[config.mk]
export PLATFORM = sky130hd
export DESIGN_NAME = fetch_unit
export DESIGN_NICKNAME = d
export VERILOG_FILES = /design/src/rtl/fetch_pkg.sv /design/src/rtl/fetch_pc_gen.sv /design/src/rtl/fetch_unit.sv
export SDC_FILE = /design/constraint.sdc
export NUM_CORES = 1
export LEC_CHECK = 0
export BUFFER_PORTS_ARGS = -buffer_cell sky130_fd_sc_hd__clkbuf_2
export CAP_MARGIN = 20
export CORE_ASPECT_RATIO = 0.9
export CORE_MARGIN = 1.5
export CORE_UTILIZATION = 34
export DETAILED_ROUTE_END_ITERATION = 7
export GPL_ROUTABILITY_DRIVEN = 1
export PLACE_DENSITY = 0.61
export SLEW_MARGIN = 10
export SYNTH_ARGS = -nofsm -noshare
export SYNTH_HDL_FRONTEND = slang
export SYNTH_SLANG_ARGS = --single-unit
[constraint.sdc]
create_clock -name clk -period 4.4 [get_ports clk]
set_clock_uncertainty 0.15 [all_clocks]
set_input_delay 0.88 -clock clk [delete_from_list [all_inputs] [get_ports clk]]
set_output_delay 0.88 -clock clk [all_outputs]
set_load 0.03 [all_outputs]
[src/rtl/fetch_pkg.sv]
// ----------------------------------------------------------------------------
// fetch_pkg
// Shared definitions for the instruction fetch unit: FSM state encoding,
// instruction width and the bubble instruction value.
//
// Build option:
//   FETCH_BOUNDS_CHECK_EN - when defined, fetch addresses beyond the last
//                           word of instruction memory park the unit in FAULT.
//                           When undefined the pc simply wraps.
// ----------------------------------------------------------------------------
package fetch_pkg;

    localparam int INSTR_W = 32;
    localparam logic [INSTR_W-1:0] NOP_INSTR = 32'h0;

`ifdef FETCH_BOUNDS_CHECK_EN
    localparam bit BOUNDS_CHECK_EN = 1'b1;
`else
    localparam bit BOUNDS_CHECK_EN = 1'b0;
`endif

    typedef enum logic [1:0] {
        IDLE  = 2'd0,
        FETCH = 2'd1,
        FAULT = 2'd2
    } fetch_state_e;

endpackage

[src/rtl/fetch_pc_gen.sv]
// ----------------------------------------------------------------------------
// fetch_pc_gen
// Purely combinational next-pc selection for fetch_unit: increment, branch
// redirect, hold, and (with FETCH_BOUNDS_CHECK_EN) range check of the
// candidate address. Holds no state.
//
// Ports:
//   state_i          current fetch FSM state
//   pc_i             current pc register
//   stall_i          downstream not ready
//   branch_taken_i   redirect request
//   branch_target_i  redirect byte address (low two bits ignored)
//   pc_d_o           next value for the pc register
//   addr_bad_o       the requested pc update was out of range and rejected
// ----------------------------------------------------------------------------
module fetch_pc_gen
    import fetch_pkg::*;
#(
    parameter int ADDR_W    = 6,
    parameter int MEM_BYTES = 64
) (
    input  fetch_state_e      state_i,
    input  logic [ADDR_W-1:0] pc_i,
    input  logic              stall_i,
    input  logic              branch_taken_i,
    input  logic [ADDR_W-1:0] branch_target_i,
    output logic [ADDR_W-1:0] pc_d_o,
    output logic              addr_bad_o
);

    // Highest legal word address, one bit wider so an increment that carries
    // out of ADDR_W is still seen as out of range.
    localparam logic [ADDR_W:0] LAST_WORD = (ADDR_W+1)'(MEM_BYTES - 4);

    logic [ADDR_W-1:0] target_al;
    logic [ADDR_W:0]   inc_full;
    logic              target_bad;
    logic              inc_bad;

    assign target_al  = branch_target_i & ~ADDR_W'(3);
    assign inc_full   = {1'b0, pc_i} + (ADDR_W+1)'(4);
    assign target_bad = BOUNDS_CHECK_EN && ({1'b0, target_al} > LAST_WORD);
    assign inc_bad    = BOUNDS_CHECK_EN && (inc_full > LAST_WORD);

    always_comb begin
        pc_d_o     = pc_i;
        addr_bad_o = 1'b0;
        case (state_i)
            FETCH: begin
                // Branch wins over stall.
                if (branch_taken_i) begin
                    addr_bad_o = target_bad;
                    if (!target_bad) pc_d_o = target_al;
                end else if (!stall_i) begin
                    addr_bad_o = inc_bad;
                    // Dropping the carry bit gives the modulo-2^ADDR_W wrap.
                    if (!inc_bad) pc_d_o = inc_full[ADDR_W-1:0];
                end
            end
            FAULT: begin
                if (branch_taken_i) begin
                    addr_bad_o = target_bad;
                    if (!target_bad) pc_d_o = target_al;
                end
            end
            default: ;
        endcase
    end

endmodule

[src/rtl/fetch_unit.sv]
// ----------------------------------------------------------------------------
// fetch_unit
// Single-issue instruction fetch stage. Presents the pc to a combinational
// instruction memory and registers the returned word toward decode, one
// instruction per cycle, with stall hold and branch redirect.
//
// Build option:
//   FETCH_BOUNDS_CHECK_EN - enables out-of-range detection (FAULT state and
//                           fetch_fault). Undefined: fetch_fault is constant 0.
//
// Ports:
//   clk            system clock, rising edge
//   rst_n          asynchronous active-low reset
//   imem_addr      byte address to instruction memory (= pc register)
//   imem_instr     instruction word returned in the same cycle
//   stall          downstream not ready; hold all state
//   branch_taken   redirect request (beats stall)
//   branch_target  redirect byte address, low two bits forced to 0
//   if_instr       registered instruction to decode
//   if_pc          address of if_instr
//   if_valid       if_instr/if_pc are meaningful
//   fetch_fault    out-of-range fetch detected
// ----------------------------------------------------------------------------
//   state | meaning
//   ------+---------------------------------------------------------------
//   IDLE  | single cycle after reset release, nothing fetched yet
//   FETCH | normal operation, capture imem_instr when not stalled
//   FAULT | pc update was out of range; wait for in-range branch or reset
// ----------------------------------------------------------------------------
module fetch_unit
    import fetch_pkg::*;
#(
    parameter int ADDR_W    = 6,
    parameter int MEM_BYTES = 64,
    parameter int RESET_PC  = 0
) (
    input  logic               clk,
    input  logic               rst_n,
    output logic [ADDR_W-1:0]  imem_addr,
    input  logic [INSTR_W-1:0] imem_instr,
    input  logic               stall,
    input  logic               branch_taken,
    input  logic [ADDR_W-1:0]  branch_target,
    output logic [INSTR_W-1:0] if_instr,
    output logic [ADDR_W-1:0]  if_pc,
    output logic               if_valid,
    output logic               fetch_fault
);

    fetch_state_e       state_q;
    logic [ADDR_W-1:0]  pc_q;
    logic [ADDR_W-1:0]  pc_d;
    logic               addr_bad;
    logic [INSTR_W-1:0] if_instr_q;
    logic [ADDR_W-1:0]  if_pc_q;
    logic               if_valid_q;
    logic               fault_q;

    fetch_pc_gen #(
        .ADDR_W    (ADDR_W),
        .MEM_BYTES (MEM_BYTES)
    ) u_pc_gen (
        .state_i         (state_q),
        .pc_i            (pc_q),
        .stall_i         (stall),
        .branch_taken_i  (branch_taken),
        .branch_target_i (branch_target),
        .pc_d_o          (pc_d),
        .addr_bad_o      (addr_bad)
    );

    always_ff @(posedge clk or negedge rst_n) begin
        if (!rst_n) begin
            state_q    <= IDLE;
            pc_q       <= ADDR_W'(RESET_PC);
            if_instr_q <= NOP_INSTR;
            if_pc_q    <= '0;
            if_valid_q <= 1'b0;
            fault_q    <= 1'b0;
        end else begin
            // pc_gen already folds hold/increment/redirect/reject into pc_d.
            pc_q <= pc_d;
            case (state_q)
                IDLE: begin
                    state_q <= FETCH;
                end
                FETCH: begin
                    if (branch_taken) begin
                        if_valid_q <= 1'b0;
                        if (addr_bad) begin
                            state_q <= FAULT;
                            fault_q <= 1'b1;
                        end
                    end else if (!stall) begin
                        if_instr_q <= imem_instr;
                        if_pc_q    <= pc_q;
                        if_valid_q <= 1'b1;
                        // The last in-range word is still delivered; the
                        // fault flag follows on the next edge.
                        if (addr_bad) state_q <= FAULT;
                    end
                end
                FAULT: begin
                    if (branch_taken && !addr_bad) begin
                        state_q    <= FETCH;
                        fault_q    <= 1'b0;
                        if_valid_q <= 1'b0;
                    end else begin
                        fault_q <= 1'b1;
                        if (branch_taken || !stall) if_valid_q <= 1'b0;
                    end
                end
                default: begin
                    state_q <= IDLE;
                end
            endcase
        end
    end

    assign imem_addr   = pc_q;
    assign if_instr    = if_instr_q;
    assign if_pc       = if_pc_q;
    assign if_valid    = if_valid_q;
    assign fetch_fault = fault_q & BOUNDS_CHECK_EN;

endmodule

---- Word-level counts from Yosys, hierarchy flattened ----
Cells that the tools add are included.
word-level totals
  logic and storage cells ................. 33
  output and inout bits ................... 46
  register bits after elaboration ......... 47
  bits of input ports ..................... 42
operators by class
  bitwise operators ....................... 3
  mux-type cells .......................... 11
  reductions and logical operators ........ 8
  add/subtract/negate cells ............... 1
  equal/unequal tests ..................... 5
operator list
  operator                                                          number
  6-bit 2-to-1 mux                                                  3
  6-bit case mux with 2 select lines                                1
  3-bit AND reduction                                               3
  6-bit by 3-bit adder with 6-bit output (second input constant)    1
  3-bit inequality test (second input constant)                     2
  2-bit case mux with 3 select lines                                1
  1-bit 2-to-1 mux                                                  4
  1-bit inverter                                                    3
  2-bit by 1-bit == test with 1-bit output (second input constant)  1
  2-bit == test (second input constant)                             1
  2-bit zero test                                                   1
  2-bit 2-to-1 mux                                                  1
  2-bit inequality test (second input constant)                     1
  1-bit case mux with 2 select lines                                1
  2-bit AND reduction                                               1
  2-bit nonzero test                                                1
  1-bit zero test                                                   1
  1-bit logical OR                                                  1

---- Depth between registers and ports, before layout ----
Gate-level depths: netlist of the first run.
  depth after elaboration ................. 5
  gate-level depth with buffers ........... 6
  depth with buffers taken out ............ 4

---- Cells and area by module ----
From an unflattened synthesis of the first run, not the netlist that was laid out.
unflattened totals
  cell total of the unflattened synthesis .. 148
  area total of the unflattened synthesis .. 2067.0 um2
by module, submodules not included
  module        area an instance (um2)  times used  cells an instance  seq. area each (um2)
  fetch_unit    1789.2                  1           105                1176.1
  fetch_pc_gen  277.8                   1           43                 0.0

---- Worst setup path after synthesis of the first run ----
No wires, ideal clock.
  kind .................................... in2reg
  from .................................... input stall
  to ...................................... register if_instr_q[0] (netlist: if_instr[0])
  cell stages on the path ................. 5
  required time ........................... 4.125 ns
  path slack .............................. 2.435 ns
  library setup time ...................... 0.125 ns
  arrival time ............................ 1.690 ns
  path buffers ............................ 2
  cell sequence ........................... nor2b_4 and2_4 buf_12 buf_12 mux2_4
between the ends
  cells in the longest elaborated chain, start to end .. 2
ends and longest elaborated chain
  item                                  line              RTL
  start, declared                       fetch_unit.sv:41  input logic stall,
  1-bit inverter (no source line)       -
  3-bit AND reduction (no source line)  -
  end signal, assigned                  fetch_unit.sv:95  if_instr_q <= imem_instr;
  end, declared                         fetch_unit.sv:54  logic [INSTR_W-1:0] if_instr_q;
No other way between the ends.
A chain may end at the register's enable or synchronous reset.

---- Worst setup path in the final report of the first run ----
  from .................................... input stall
  to ...................................... register if_instr_q[12] (netlist: if_instr[12])
Same word-level chain as after synthesis.

==> results of run 1 <==
[power breakdown]
part / internal (mW) / leakage [nW] / switching (mW)
Clock: 0.126 / 0.0472 / 0.126
Sequential: 0.461 / 0.497 / 0.0474
Combinational: 0.160 / 0.675 / 0.235
[cell usage in the layout, fill, tap and decap left out, types with 2 or more instances in the layout]
cell / instances
nor2_1: 2
clkbuf_2: 80
dfrtp_1: 42
mux2_4: 30
mux2_2: 8
a21oi_1: 2
nand2_1: 2
clkbuf_8: 6
conb_1: 6
o22ai_1: 3
[synthesized netlist by cell type]
master	count
dfrtp_1	42
o21ai_0	1
nor2_1	2
mux2_2	8
nor2b_4	1
a22oi_1	1
and2b_2	1
o22ai_1	3
nand4b_1	1
and3b_2	1
a31oi_1	1
ha_1	1
buf_6	1
mux2_4	30
a21oi_1	2
buf_12	4
o21a_1	1
buf_4	5
conb_1	2
nand2_1	2
nor2b_1	1
mux2i_1	1
inv_1	1
and2_4	1
[flip-flops by register name, summed over array words and instances (netlist names)]
signal and cells:
if_pc 4, if_instr 32, state_q 1, if_valid 1
imem_addr 4
[path summary, 6_finish.rpt]
path | cells after the start | start | end
worst max register to register | 3 | state_q[0] | if_instr[12]
worst min register to register | 1 | if_valid | if_valid
worst max-delay path | 4 | stall | if_instr[12]
max in group asynchronous | 2 | rst_n | imem_addr[2]
min in group asynchronous | 1 | rst_n | if_instr[11]
worst min-delay path | 1 | if_valid | if_valid
[logic make-up after synthesis]
group,share of synthesized area
adder cells (fa/ha/maj),0.00665
flip-flops,0.559
other,0.00399
AND/OR/NAND/NOR,0.0379
multiplexers,0.293
AO/OA/AOI/OAI,0.0293
buffers and inverters,0.0705
[layer usage]
metal,track usage,part of all wire
met5,0,0
met4,0.0460,0.0049
met3,0.0435,0.094
met2,0.193,0.44
met1,0.154,0.46
[worst reg2reg max path: stages (launching register included)]
cell,delay [ps]
dfrtp_1,500
nor2b_4,230
and2_4,590
mux2_2,420
[area by class of cell]
type / count / area (um^2) / share of cell area
clock buffers: 6 / 82.6 / 0.0348
clock inverters: 2 / 12.5 / 0.00527
inverters: 1 / 3.75 / 0.00158
multi-input cells: 65 / 712 / 0.300
flip-flops and latches: 42 / 1050 / 0.443
well taps: 67 / 83.8 / 0.0353
repair buffers: 81 / 428 / 0.180
[through the flow]
| stage | hold WS, ps | cell area [um^2] | instances | utilization | power (mW) |
|---|---|---|---|---|---|
| floorplan | 434 | 1900 | 118 | - | 0.797 |
| global placement | 333 | 2250 | 255 | 0.426 | 0.906 |
| detailed placement | 336 | 2250 | 255 | 0.426 | 0.912 |
| CTS | 354 | 2350 | 263 | 0.444 | 1.17 |
| global route | 371 | 2370 | 264 | 0.449 | 1.23 |
| finish | 349 | 2370 | 264 | 0.449 | 1.16 |
==> flow_summary_export.csv, run 1 <==
group,metric,value,unit
outcome,status,"completed",
sta,max_slew_margin,0.565,
routing,routedWlPerCell,13.1,um
floorplanning,fp.dieW,81.4,um
cts,numCtsBuffers,5,
floorplanning,ios,88,
setup_path,worstSetupStartpointType,"input pin",
cts,cts_tree,"built",
sta,rsz0062_at_grt,"false",
floorplanning,start_util,0.356,
setup_path,criticalPathCategory,"in2reg",
cells_and_area,area_growth,26.2,%
placement,portBuffers,80,
global_routing,antenna_found_initial,0,
power,cellPowerDensity,487,nW/um^2
setup_path,cp_cell_sequence,"clkbuf_2 -> nor2b_4 -> and2_4 -> mux2_2",
sta,min_period,2160,ps
floorplanning,placementRows,25,
synth,post_synth_num_cell_types,24,
global_routing,grt_overflow,0,
sta,fin_setup_tns,0,ps
placement,place_ws,1930,ps
floorplanning,die_y,73.6,um
sta,tightest_slew,653,ps
routing,firstDrtPassIters,2,
setup_path,cp_slowest_cell,"and2_4",
run,maxCapViolations,0,
synth,ys_warn_count,0,
cts,ctsHtreeMaxLevel,2,
global_routing,grt_max_degree,43,
synth,synth_top_cell_by_area,"dfrtp_1",
power,leakage,1.22,nW
synth,synth_top_area_frac,0.559,
setup_path,critPathMaxFanout,36,
sta,fin_ws,2240,ps
setup_path,critPathRequiredTime,4420,ps
routing,drtIter0Drc,18,
setup_path,cp-end-kind,"flop",
cts,cts_root_buffer,"clkbuf_8",
routing,routed_wl,3.45,mm
power,vdd_ir_drop_max,0.191,mV
synth,netlist_instances,114,
global_routing,grt_pass1_wl,5.42,mm
synth,syn_area_per_cell,16.5,um^2
synth,synth_area_leaders,"dfrtp_1 (56%), mux2_4 (24%), mux2_2 (4.8%)",
routing,drc,0,
sta,final-setup-viol-count,0,
synth,synth_area,1880,um^2
global_routing,grt_usage,0.122,
placement,gp_congestion,0.713,
cells_and_area,antennaDiodeCount,0,
setup_path,slowest_delay,590,ps
floorplanning,core_area,5290,um^2
setup_path,crit_family,"simple AND/OR/NAND/NOR gates",
routing,ant_nets,0,
setup_path,cp_num_buf_inv,1,
synth,synth_seq_cells,42,
synth,synth_seq_area_share,0.559,
sta,hold_violations,0,
sta,fin_crit_sh,0.490,
cts,cts_buffer_depth,2,
cells_and_area,drive_gt1_frac,0.665,
cts,postCtsHoldBufs,0,
setup_path,ff2ff_setup_slack,2400,ps
cts,clk_pin_slew,80,ps
hold_path,hp-class,"reg2reg",
placement,dp_hpwl,2.42,mm
cts,clk_latency,280,ps
cts,clock-sinks,42,
cts,cts-resized-gates,0,
cts,cts_setup_buffers,0,
sta,fmax,464,MHz
routing,viasPerCell,4.38,
global_routing,grt_pass1_vias,1166,
routing,vias,1157,
setup_path,critPathArrivalTime,2180,ps
cells_and_area,num-fill-cells,491,
floorplanning,dieArea,5990,um^2
cells_and_area,fin_nets,239,
sta,finalMaxSlewViolations,0,
No activity file was read; power rests on OpenSTA's default activity.
==> inputs of run 2 (changes only) <==
PLACE_DENSITY = 0.64   (was 0.61)
clock period = 1.9 ns   (was 4.4 ns; I/O delays follow)
==> flow_summary_export.csv, run 2 (synthesis gave the netlist of run 1 again) <==
group,metric,value,unit
global_routing,grt_pass1_vias,1068,
cells_and_area,post-route-util,0.458,
cts,clock-sinks,42,
sta,tightest_slew,517,ps
sta,fin_setup_tns,0,ps
sta,final-setup-viol-count,0,
cells_and_area,seq_area,1050,um^2
cts,cts_tree,"built",
setup_path,critPathArrivalTime,1610,ps
power,combPwrFrac,0.343,
cts,clk_pin_slew,80,ps
sta,finalMaxSlewViolations,0,
routing,drc,0,
global_routing,grt_max_degree,25,
setup_path,critPathMaxFanout,18,
cells_and_area,area_growth,28.6,%
cells_and_area,layout.cells.most_common_list,"clkbuf_2 (80), dfrtp_1 (42), mux2_4 (30), mux2_2 (8)",
global_routing,grt_pass1_wl,5.00,mm
floorplanning,placementRows,25,
setup_path,crit_family,"simple AND/OR/NAND/NOR gates",
cts,cts_buffer_depth,2,
power,cellPowerDensity,1110,nW/um^2
cts,ctsHtreeMaxLevel,2,
setup_path,cp_cell_sequence,"nor2b_4 -> and2_4 -> buf_12 -> mux2_2",
setup_path,r2r_cells,4,
sta,fmax,630,MHz
floorplanning,dieArea,5990,um^2
sta,rsz0062_at_grt,"false",
cells_and_area,drive_gt1_frac,0.668,
power,power.switching,948,uW
power,netSwitchingFraction,0.353,
routing,vias,1154,
routing,firstDrtPassIters,4,
power,power_frac_seq,0.439,
global_routing,grt_overflow,0,
routing,drtIter0Drc,8,
cells_and_area,fin_nets,244,
power,clkPwrFrac,0.219,
hold_path,hold_depth,2,
global_routing,antenna_found_initial,0,
setup_path,cp_num_buf_inv,1,
setup_path,critPathRequiredTime,1920,ps
routing,routed_wl,3.30,mm
hold_path,worstHoldStart,"imem_instr[20]",
run,maxCapViolations,0,
placement,gp_congestion,0.739,
floorplanning,fp.dieW,81.4,um
routing,ant_nets,0,
sta,hold_violations,0,
cells_and_area,antennaDiodeCount,0,
floorplanning,core_area,5290,um^2
outcome,status,"completed",
floorplanning,die_y,73.6,um
floorplanning,ios,88,
setup_path,cp-end-kind,"flop",
sta,max_slew_margin,0.656,
setup_path,ff2ff_setup_slack,310,ps
cts,numCtsBuffers,5,
sta,min_period,1590,ps
hold_path,hold_path_end,"if_instr[20]",
setup_path,reg2reg_from,"state_q[0]",
routing,viasPerCell,4.29,
placement,dp_hpwl,2.54,mm
setup_path,criticalPathCategory,"reg2reg",
floorplanning,start_util,0.356,
sta,whs,168,ps
cells_and_area,largest_reg_flops,32,
placement,portBuffers,80,
cts,cts_root_buffer,"clkbuf_8",
cells_and_area,num-fill-cells,494,
power,leakage,1.24,nW
power,p_int,1.74,mW
setup_path,r2r-end,"if_instr[16]",
setup_path,cp_slowest_cell,"dfrtp_1",
cells_and_area,multi_input_comb_area,712,um^2
setup_path,slowest_delay,350,ps
power,vdd_ir_drop_max,0.414,mV
cells_and_area,layout_commonest_cell,"clkbuf_2",
setup_path,worstSetupStartpointType,"flop",
global_routing,grt_usage,0.111,
routing,routedWlPerCell,12.3,um
hold_path,hp-class,"in2reg",
cts,clk_latency,280,ps
sta,fin_crit_sh,0.835,
[run 2: final cells by class]
type                            count  area share
Multi-Input combinational cell     65       0.294
Timing Repair Buffer               86       0.196
Tap cell                           67      0.0347
Clock inverter                      2     0.00517
Inverter                            1     0.00155
Sequential cell                    42       0.435
Clock buffer                        6      0.0341
[run 2: how the worst max path moves through the flow]
| stage | start | endpoint | slack [ps] | depth (start not counted) |
|---|---|---|---|---|
| 6_report | state_q[0] | if_instr[16] | 310 | 4 |
| 5_1_grt | state_q[0] | if_instr[15] | 220 | 4 |
| 4_1_cts | state_q[0] | if_instr[16] | 280 | 4 |
| 2_1_floorplan | state_q[0] | if_instr[0] | 320 | 6 |
| 3_5_place_dp | stall | if_instr[16] | 140 | 5 |
| 3_3_place_gp | stall | if_instr[15] | 160 | 5 |
[run 2: per-stage QoR]
| stage | setup WS (ps) | instances | total power, mW | area, um^2 |
|---|---|---|---|---|
| finish | 314 | 269 | 2.68 | 2420 |
| global route | 223 | 269 | 2.84 | 2420 |
| CTS | 282 | 269 | 2.72 | 2420 |
| detailed placement | 136 | 260 | 2.12 | 2310 |
| global placement | 156 | 260 | 2.11 | 2310 |
| floorplan | 316 | 118 | 1.85 | 1900 |
[run 2: power groups by stage]
stage	clock, mW	sequential (mW)	combinational (mW)
after floorplan	0	1.53	0.312
after global placement	0	1.19	0.922
after detailed placement	0	1.19	0.929
after CTS	0.612	1.18	0.933
after global routing	0.661	1.20	0.977
final	0.587	1.18	0.920
[run 2: what timing repair did]
action,4_1_cts,5_1_grt
gates resized for setup,0,0
setup buffers,0,0
endpoints found under the hold margin,18,0
hold buffers,1,0
[run 2: routing by layer]
layer  vias to the layer above  share of wire  GRT usage  routed length (um)
met1                       535           0.47      0.153                1560
met4                         0         0.0085     0.0345                  28
met2                        62           0.41      0.161                1370
li1                        554              -          -                   -
met3                         3           0.10     0.0447                 344
met5                         -              0          0                   0
==> inputs of run 3 (changes only) <==
clock period = 1.4 ns   (was 1.9 ns; I/O delays follow)
==> flow_summary_export.csv, run 3 (synthesis gave the netlist of run 1 again) <==
group,metric,value,unit
global_routing,grt_overflow,0,
power,power,3.70,mW
global_routing,grt_max_degree,23,
cts,cts_tree,"built",
global_routing,grt_pass1_vias,1174,
setup_path,worstSetupStartpointType,"flop",
global_routing,grt_usage,0.125,
global_routing,grt_use_met1,0.154,
placement,dp_hpwl,2.78,mm
cells_and_area,fin_nets,254,
global_routing,met2_usage,0.205,
cells_and_area,drive_gt1_frac,0.708,
sta,rsz0062_at_grt,"true",
cts,clk_pin_slew,80,ps
floorplanning,fp.dieW,81.4,um
global_routing,busiest_layer,"met2",
power,cellPowerDensity,1450,nW/um^2
run,maxCapViolations,0,
cts,clock-sinks,42,
routing,firstDrtPassIters,4,
setup_path,cp_slowest_cell,"dfrtp_1",
floorplanning,core_area,5290,um^2
placement,gp_congestion,0.704,
sta,fin_ws,-46.1,ps
setup_path,slowest_delay,360,ps
routing,drc,0,
placement,place_ws,-109,ps
cells_and_area,antennaDiodeCount,0,
global_routing,grt_pass1_wl,5.46,mm
placement,portBuffers,80,
cts,ctsHtreeMaxLevel,2,
setup_path,cp-end-kind,"flop",
sta,finalMaxSlewViolations,0,
floorplanning,ios,88,
sta,hold_violations,0,
routing,drtIter0Drc,27,
outcome,violations,"setup timing",
global_routing,use_met3,0.0373,
power,leakage,1.32,nW
cts,cts_root_buffer,"clkbuf_8",
cells_and_area,layout.cells.most_common_list,"clkbuf_2 (77), dfrtp_1 (39), mux2_4 (37), buf_4 (10), conb_1 (6)",
cells_and_area,post-route-util,0.483,
sta,min_period,1450,ps
hold_path,hp-class,"in2reg",
routing,ant_nets,0,
routing,viasPerCell,4.44,
sta,fin_setup_tns,-879,ps
cells_and_area,layout_commonest_cell,"clkbuf_2",
setup_path,criticalPathCategory,"reg2reg",
floorplanning,placementRows,25,
setup_path,cp_cell_sequence,"nor2b_4 -> and2_4 -> buf_12 -> mux2_4",
floorplanning,start_util,0.356,
routing,routedWlPerCell,13.5,um
cells_and_area,finalNonFillerCells,279,
power,vdd_ir_drop_max,0.867,mV
sta,fmax,692,MHz
setup_path,critPathArrivalTime,1470,ps
cts,clk_latency,290,ps
floorplanning,dieArea,5990,um^2
routing,routed_wl,3.77,mm
cells_and_area,area_growth,35.7,%
setup_path,critPathMaxFanout,13,
cells_and_area,largest_reg_flops,32,
cts,cts_buffer_depth,2,
cts,numCtsBuffers,5,
outcome,status,"complete, but fails checks",
placement,dp.cells,266,
sta,final-setup-viol-count,30,
sta,fin_crit_sh,1.03,
setup_path,critPathRequiredTime,1430,ps
routing,vias,1238,
floorplanning,die_y,73.6,um
global_routing,antenna_found_initial,0,
setup_path,ff2ff_setup_slack,-50,ps
==> run 3: path summary, 6_finish.rpt <==
check                                     from            to  cells past startpoint
worst max register to register      state_q[0]  if_instr[30]                      4
worst max-delay path                state_q[0]  if_instr[30]                      4
worst min-delay path            imem_instr[25]  if_instr[25]                      2
max in group asynchronous                rst_n  imem_addr[3]                      3
worst min register to register        if_valid      if_valid                      1
min in group asynchronous                rst_n   if_instr[6]                      3
==> run 3: power breakdown <==
group          switching (mW)  total (mW)  leakage, nW  internal, mW
Combinational           0.764        1.33        0.779         0.571
Sequential              0.150        1.60        0.494          1.45
Clock                   0.415       0.765       0.0441         0.350
Total                    1.33        3.70         1.32          2.37
==> run 3: critical path: cells and delay by family (launching register included) <==
kind          cells  cell delay [ps]
mux               1              310
flops             1              360
buf+inv           1              170
simple gates      2              340
==> run 3: layout make-up <==
| cell class | instances | area, um^2 |
|---|---|---|
| fillers | 494 | 2730 |
| flip-flops and latches | 42 | 1050 |
| multi-input cells | 65 | 744 |
| repair buffers | 96 | 576 |
| well taps | 67 | 83.8 |
| clock buffers | 5 | 68.8 |
| clock inverters | 3 | 21.3 |
| inverters | 1 | 3.75 |
==> run 3: layer usage <==
layer / routed length [um] / share of wire / up-vias
li1: - / - / 581
met1: 1730 / 0.46 / 585
met2: 1680 / 0.45 / 64
met3: 310 / 0.082 / 8
met4: 46 / 0.012 / 0
met5: 0 / 0 / -
==> run 3: per-stage QoR <==
step	hold slack, ps	instance area (um^2)
floorplan	-166	1900
global placement	126	2370
detailed placement	139	2370
CTS	50.7	2520
global route	52.2	2550
finish	60.9	2550
==> run 3: timing repair <==
action | in CTS | in global routing
buffers inserted | 2 | 3
endpoints found under the setup margin | 37 | 41
endpoints found under the hold margin | 42 | 0
gates resized for setup | 8 | 9
cloned | 0 | 0
pin swaps | 1 | 1
hold buffers | 1 | 0
